--- config.mk ---
export PLATFORM = sky130hd
export DESIGN_NAME = brew_access_ctrl
export DESIGN_NICKNAME = d
export VERILOG_FILES = /design/src/rtl/brew_access_ctrl.sv
export SDC_FILE = /design/constraint.sdc
export NUM_CORES = 1
export LEC_CHECK = 0
export CORE_MARGIN = 10
export CORE_UTILIZATION = 35
export CTS_CLUSTER_SIZE = 10
export DETAILED_ROUTE_END_ITERATION = 10
export HOLD_SLACK_MARGIN = 0.02
export PLACE_DENSITY = 0.6
export SETUP_SLACK_MARGIN = 0.4
export SLEW_MARGIN = 20
export SYNTH_ARGS = -nofsm -noshare
export SYNTH_HDL_FRONTEND = slang
export SYNTH_SLANG_ARGS = --single-unit
--- constraint.sdc ---
create_clock -name clk -period 1.7 [get_ports clk]
set_input_delay 0.17 -clock clk [delete_from_list [all_inputs] [get_ports clk]]
set_output_delay 0.17 -clock clk [all_outputs]
set_load 0.005 [all_outputs]
--- src/rtl/brew_access_ctrl.sv ---
// rtl/brew_access_ctrl.sv - scan/brew sequencing controller with retry and lockout
module brew_access_ctrl #(
  parameter int TIMEOUT_CYC = 16,
  parameter int MAX_RETRY   = 3,
  parameter int LOCK_CYC    = 64
) (
  input  logic       clk,
  input  logic       rst_n,
  input  logic       start,
  input  logic       cancel,
  input  logic       code_valid,
  input  logic       brew_done,
  output logic       scan_en,
  output logic       brew_go,
  output logic       busy,
  output logic       locked,
  output logic [3:0] fail_cnt
);

  localparam int AW = $clog2(TIMEOUT_CYC);
  localparam int LW = (LOCK_CYC > 1) ? $clog2(LOCK_CYC) : 1;

  localparam logic [AW-1:0] AT_LAST = AW'(TIMEOUT_CYC - 1);
  localparam logic [LW-1:0] LK_LAST = LW'(LOCK_CYC - 1);
  localparam logic [3:0]    F_MAX   = 4'(MAX_RETRY);

  localparam logic [2:0] IDLE = 3'd0;
  localparam logic [2:0] SCAN = 3'd1;
  localparam logic [2:0] GAP  = 3'd2;
  localparam logic [2:0] BREW = 3'd3;
  localparam logic [2:0] LOCK = 3'd4;

  logic [2:0]    state;
  logic [AW-1:0] at_cnt;
  logic [LW-1:0] lk_cnt;
  logic [3:0]    fails;

  always_ff @(posedge clk) begin
    if (!rst_n) begin
      state  <= IDLE;
      at_cnt <= '0;
      lk_cnt <= '0;
      fails  <= '0;
    end else begin
      case (state)
        IDLE: begin
          if (start) begin
            state  <= SCAN;
            at_cnt <= '0;
          end
        end
        SCAN: begin
          if (cancel) begin
            state <= IDLE;
            fails <= '0;
          end else if (code_valid) begin
            state <= BREW;
            fails <= '0;
          end else if (at_cnt == AT_LAST) begin
            if (fails < F_MAX) fails <= fails + 4'd1;
            // Final allowed attempt timed out: go straight to lockout.
            if (fails + 4'd1 == F_MAX) begin
              state  <= LOCK;
              lk_cnt <= '0;
            end else begin
              state <= GAP;
            end
          end else begin
            at_cnt <= at_cnt + 1'b1;
          end
        end
        GAP: begin
          if (cancel) begin
            state <= IDLE;
            fails <= '0;
          end else begin
            state  <= SCAN;
            at_cnt <= '0;
          end
        end
        BREW: begin
          if (brew_done) state <= IDLE;
        end
        LOCK: begin
          if (lk_cnt == LK_LAST) begin
            state <= IDLE;
            fails <= '0;
          end else begin
            lk_cnt <= lk_cnt + 1'b1;
          end
        end
        default: state <= IDLE;
      endcase
    end
  end

  // Outputs are pure decodes of registered state, so no input-to-output paths exist.
  assign scan_en  = (state == SCAN);
  assign brew_go  = (state == BREW);
  assign busy     = (state != IDLE);
  assign locked   = (state == LOCK);
  assign fail_cnt = fails;

endmodule
Word-level counts from Yosys, hierarchy flattened
Index checks and enable logic that the tools add are counted.

word-level totals
  ROM bits = 0
  word-level logic and storage cells = 65
  memories kept = 0
  output and inout bits = 8
  RAM bits = 0
  bits in registers = 17
  bits of input ports = 6
  bits in latches = 0

cells by class
  bitwise logic cells = 0
  $lt $le $gt $ge = 1
  reduce and logical (&&, ||, !) cells = 9
  add/subtract/negate cells = 3
  equal/unequal tests = 20
  multipliers = 0
  mux-type cells = 28
  div/mod/pow operators = 0
  shift operators = 0

operators by type and width
  cell                                                                     count
  4-bit two-way mux                                                        11
  6-bit two-way mux                                                        5
  4-bit case mux with 3 select lines                                       2
  3-bit two-way mux                                                        7
  2-bit inequality test, second input constant                             8
  3-bit case mux with 5 select lines                                       1
  6-bit case mux with 2 select lines                                       1
  6-bit AND reduction                                                      2
  3-bit nonzero test                                                       3
  4-bit by 1-bit adder with 4-bit output, second input constant            2
  4-bit by 3-bit inequality test with 1-bit output, second input constant  2
  6-bit by 1-bit adder with 6-bit output, second input constant            1
  3-bit by 2-bit equality test with 1-bit output, second input constant    2
  6-bit equality test, second input constant                               1
  2-bit by 1-bit inequality test with 1-bit output, second input constant  3
  5-bit AND reduction                                                      1
  4-bit by 2-bit equality test with 1-bit output, second input constant    1
  4-bit equality test, second input constant                               1
  4-bit by 2-bit < comparator with 1-bit output, second input constant     1
  4-bit AND reduction                                                      1
  3-bit by 1-bit equality test with 1-bit output, second input constant    1
  3-bit equality test, second input constant                               1
  3-bit logical NOT                                                        1
  2-bit nonzero test                                                       1
  1-bit two-way mux                                                        1

Logic depth before layout (Yosys ltp)
Gate-level depths: netlist of run 1.

  word-level depth = 7
  gate-level depth with buffers = 6
  depth with buffers taken out = 6

Worst setup path after synthesis of run 1
OpenSTA, ideal clock, no wires.

  path kind = reg2reg
  start point = register state[0]
  end point = register lk_cnt[1]
  data required time = 1.628 ns
  slack = -0.115 ns
  stages on the path, launching flop included = 6
  buffers on the path = 1
  library setup time = 0.072 ns
  period minus slack after synthesis = 1.815 ns
  arrival time = 1.744 ns
  path through = dfxtp_1 -> or3b_1 -> buf_2 -> or4_4 -> a22oi_4 -> mux2i_1

between the ends
  word-level cells in the longest chain between the ends = 3
  elaborated cells between the ends (all ways) = 10
  those cells by class = eq/ne: 7; mux: 1; reduce/logical: 2

ends and longest elaborated chain
  element                                                                                RTL line  source
  from (decl)                                                                            33        logic [2:0] state;
  from (signal assigned)                                                                 40        state <= IDLE;
  from (signal assigned)                                                                 48        state <= SCAN;
  from (signal assigned)                                                                 54        state <= IDLE;
  3-bit equality test or 3-bit by 1-bit equality test with 1-bit output (tied branches)  45        case (state)
  2-bit inequality test (no source line), or another cell as far along                   n/a
  6-bit AND reduction (no source line)                                                   n/a
  to (signal assigned)                                                                   89        lk_cnt <= lk_cnt + 1'b1;
  to (decl)                                                                              35        logic [LW-1:0] lk_cnt;

Several ways; a longest one is shown, not always the timed one.
A chain may end at the register's enable or synchronous reset.

Worst setup path after layout of run 1
  start point = register state[2]
  end point = register lk_cnt[1]

Same word-level chain as after synthesis.

==> results.txt, run 1 <==
Worst-Skew Late Latency: 300 ps
final hold vios: 0
crit path time final: 1760 ps
final worst slack: -62.6 ps
power per cell area: 579 nW/um^2
final net count: 177
CTS max path bufs: 2
Vias/cell: 5.49
area leader, netlist: dfxtp_1
final hold slack: 462 ps
Cells after Synth: 131
clock root buffer: clkbuf_4
VDD IR max: 0.000358 V
asr flop ratio synth: 0%
total number of vias: 1092
max frequency: 567 MHz
Rows: 20
cell area after synthesis: 1080 sq um
number of detailed-route iterations in the first pass: 4
leading register cell type out of synthesis: dfxtp_1
worst slew pin tran: 572 ps
Area contributors post-synth: dfxtp_1, a21oi_1, ha_1
Ys Warns: 0
global placement routability congestion: 0.828
EDFF count, synth: 0
register bit total from synthesis: 17
register clock-pin slew on the reported worst setup and hold paths: 100 ps
fraction of layout cells with a size suffix above 1: 41.6%
routed len/inst: 14.5 microns
first-pass GRT wire length: 4820 microns
post-synthesis compound-gate area fraction: 24.5%
PortBufs: 13
CTS tree: done
final WL: 2890 microns
CP max-delay cell: or4_4
main combinational cell family by area after synthesis: simple AND/OR/NAND/NOR gates
P&R area growth vs syn: 44.3%
CP Capture Type: flop
Hold Path Class: flop to flop
RSZ-0062 raised after global routing: true
Slew Limit Fails: 0
GRT Resource Usage Total: 10.7%
Cell Area, Placed: 1360 sq um
failing checks: negative setup slack
most frequent cells in the layout: buf_4, dfxtp_1, inv_1, nand2_1, nand3_1
fraction of synthesized area in multiplexers: 3.72%
simple-gate area share of the yosys netlist: 29.4%
delay-heaviest family, CP: simple AND/OR/NAND/NOR gates
Synth top area share: 31.6%
Max stage delay on crit path: 510 ps
largest net degree at the start of global routing: 13
Synth Net Count: 141
number of DRC markers in iteration 0: 32
synthesized area per cell: 8.22 sq um
CP Cell Sequence: or3b_4 -> or4_4 -> a22oi_4 -> mux2i_1
XOR/XNOR Fraction of Synth Area: 0.813%
I/O pin count: 14
status: finished, violations left
most common cell after layout, fill and taps aside: buf_4
ANT cells: 0
gr ovfl total: 0
clock buffer count from CTS: 3
vias in the first global route: 1044
CORE AREA: 3000 sq um
Max H-tree Level: 1
post-route DRC violation count: 0
final instance area: 1550 sq um
max cap viols: 0
DP HPWL: 2090 microns
post-route clock period utilization: 104%
Die Ht: 75.5 microns
Crit Path Class: flop to flop
endpoints failing setup: 8
CP Buf/Inv Count: 0
Antenna Violating Nets Remaining: 0
Post-Synth Adder-Cell Area: 4.65%
# clock sinks: 17
critical path peak fanout: 7
CP required: 1930 ps
Arr. time, crit path: 1990 ps
relative slew slack: 61.6%
skew final: 7.14 ps
Yosys cell types: 44
DIE AREA: 5700 sq um
initial antenna violation count: 0
Initial Util: 35.9%
die width: 75.5 microns
CP Launch Type: flop
Leakage: 0.625 nW
register area share after synthesis: 31.6%
==> cells in the mapped netlist (all sizes together) (4+ instances only) <==
cell type   n
inv         9
dfxtp      17
nand3       7
or4         5
o21ai       9
clkbuf      4
nand2       8
and3        4
ha          4
nor3        5
mux2i       4
a21oi      11
o31ai       4
==> stage by stage <==
| step | utilization, % | total power, mW | setup WS, ps | cells | TNS [ps] |
|---|---|---|---|---|---|
| 6_report | 51.7 | 0.899 | -62.6 | 199 | -217 |
| 3_5_place_dp | 45.3 | 0.622 | -166 | 188 | -1470 |
| 5_1_grt | 51.7 | 0.946 | -133 | 199 | -790 |
| 2_1_floorplan | - | 0.536 | -56.9 | 131 | -201 |
| 4_1_cts | 49.5 | 0.879 | -65.7 | 197 | -187 |
| 3_3_place_gp | 45.3 | 0.615 | -130 | 188 | -986 |
==> power by group <==
| part | leakage [nW] | total, mW | switching, mW | internal, mW |
|---|---|---|---|---|
| clock network | 0.0150 | 0.223 | 0.131 | 0.0915 |
| logic | 0.469 | 0.264 | 0.124 | 0.140 |
| registers | 0.142 | 0.413 | 0.00720 | 0.406 |
| total | 0.625 | 0.899 | 0.262 | 0.637 |
==> sequential cells by signal (all words and copies together) (netlist names) <==
name      cells
at_cnt        4
fail_cnt      4
lk_cnt        6
state         3
==> timing repair <==
action                                  in CTS  in global routing
buffers inserted                             5                  2
gates resized for setup                     46                 16
endpoints found under the setup margin      25                 21
pin swaps                                   11                  7
hold buffers                                 0                  0
==> worst paths after layout <==
kind                                start        end  slack [ps]  depth (start not counted)
worst max-delay path             state[2]  lk_cnt[1]         -60                          4
worst max register to register   state[2]  lk_cnt[1]         -60                          4
worst min register to register  lk_cnt[5]  lk_cnt[5]         460                          1
worst min-delay path            lk_cnt[5]  lk_cnt[5]         460                          1
==> kinds of logic (layout without fill, tap and decap cells) <==
logic type / after synthesis / count (layout)
DFF: 17 / 17
xor gates and xnor gates: 1 / 1
adders and majority gates: 4 / 4
muxes: 4 / 4
buffers and inverters: 15 / 50
AOI/OAI and AO/OA: 38 / 38
and+or+nand+nor: 52 / 52
==> final cells by class <==
class	count	area (sq um)
fillers	290	1450
multi-input cells	99	783
flip-flops and latches	17	355
repair buffers	37	312
well taps	33	41.3
inverters	9	36.3
clock buffers	4	26.3
==> metal layers <==
layer  share of wire (%)  GRT usage [%]
met1                  45           12.8
met2                  52           18.5
met3                 2.4           2.86
met4                0.69           2.89
met5                   0              0
Note: power is estimated with default switching activity, not from simulation.
==> run 2: changes to the inputs <==
--- a/config.mk
+++ b/config.mk
@@ -7,7 +7,7 @@
 export LEC_CHECK = 0
 export CORE_MARGIN = 10
 export CORE_UTILIZATION = 35
-export CTS_CLUSTER_SIZE = 10
+export CTS_CLUSTER_SIZE = 14
 export DETAILED_ROUTE_END_ITERATION = 10
 export HOLD_SLACK_MARGIN = 0.02
 export PLACE_DENSITY = 0.6
==> results of run 2 <==
Same layout as run 1: the final DEF is identical, and so are final timing and power.
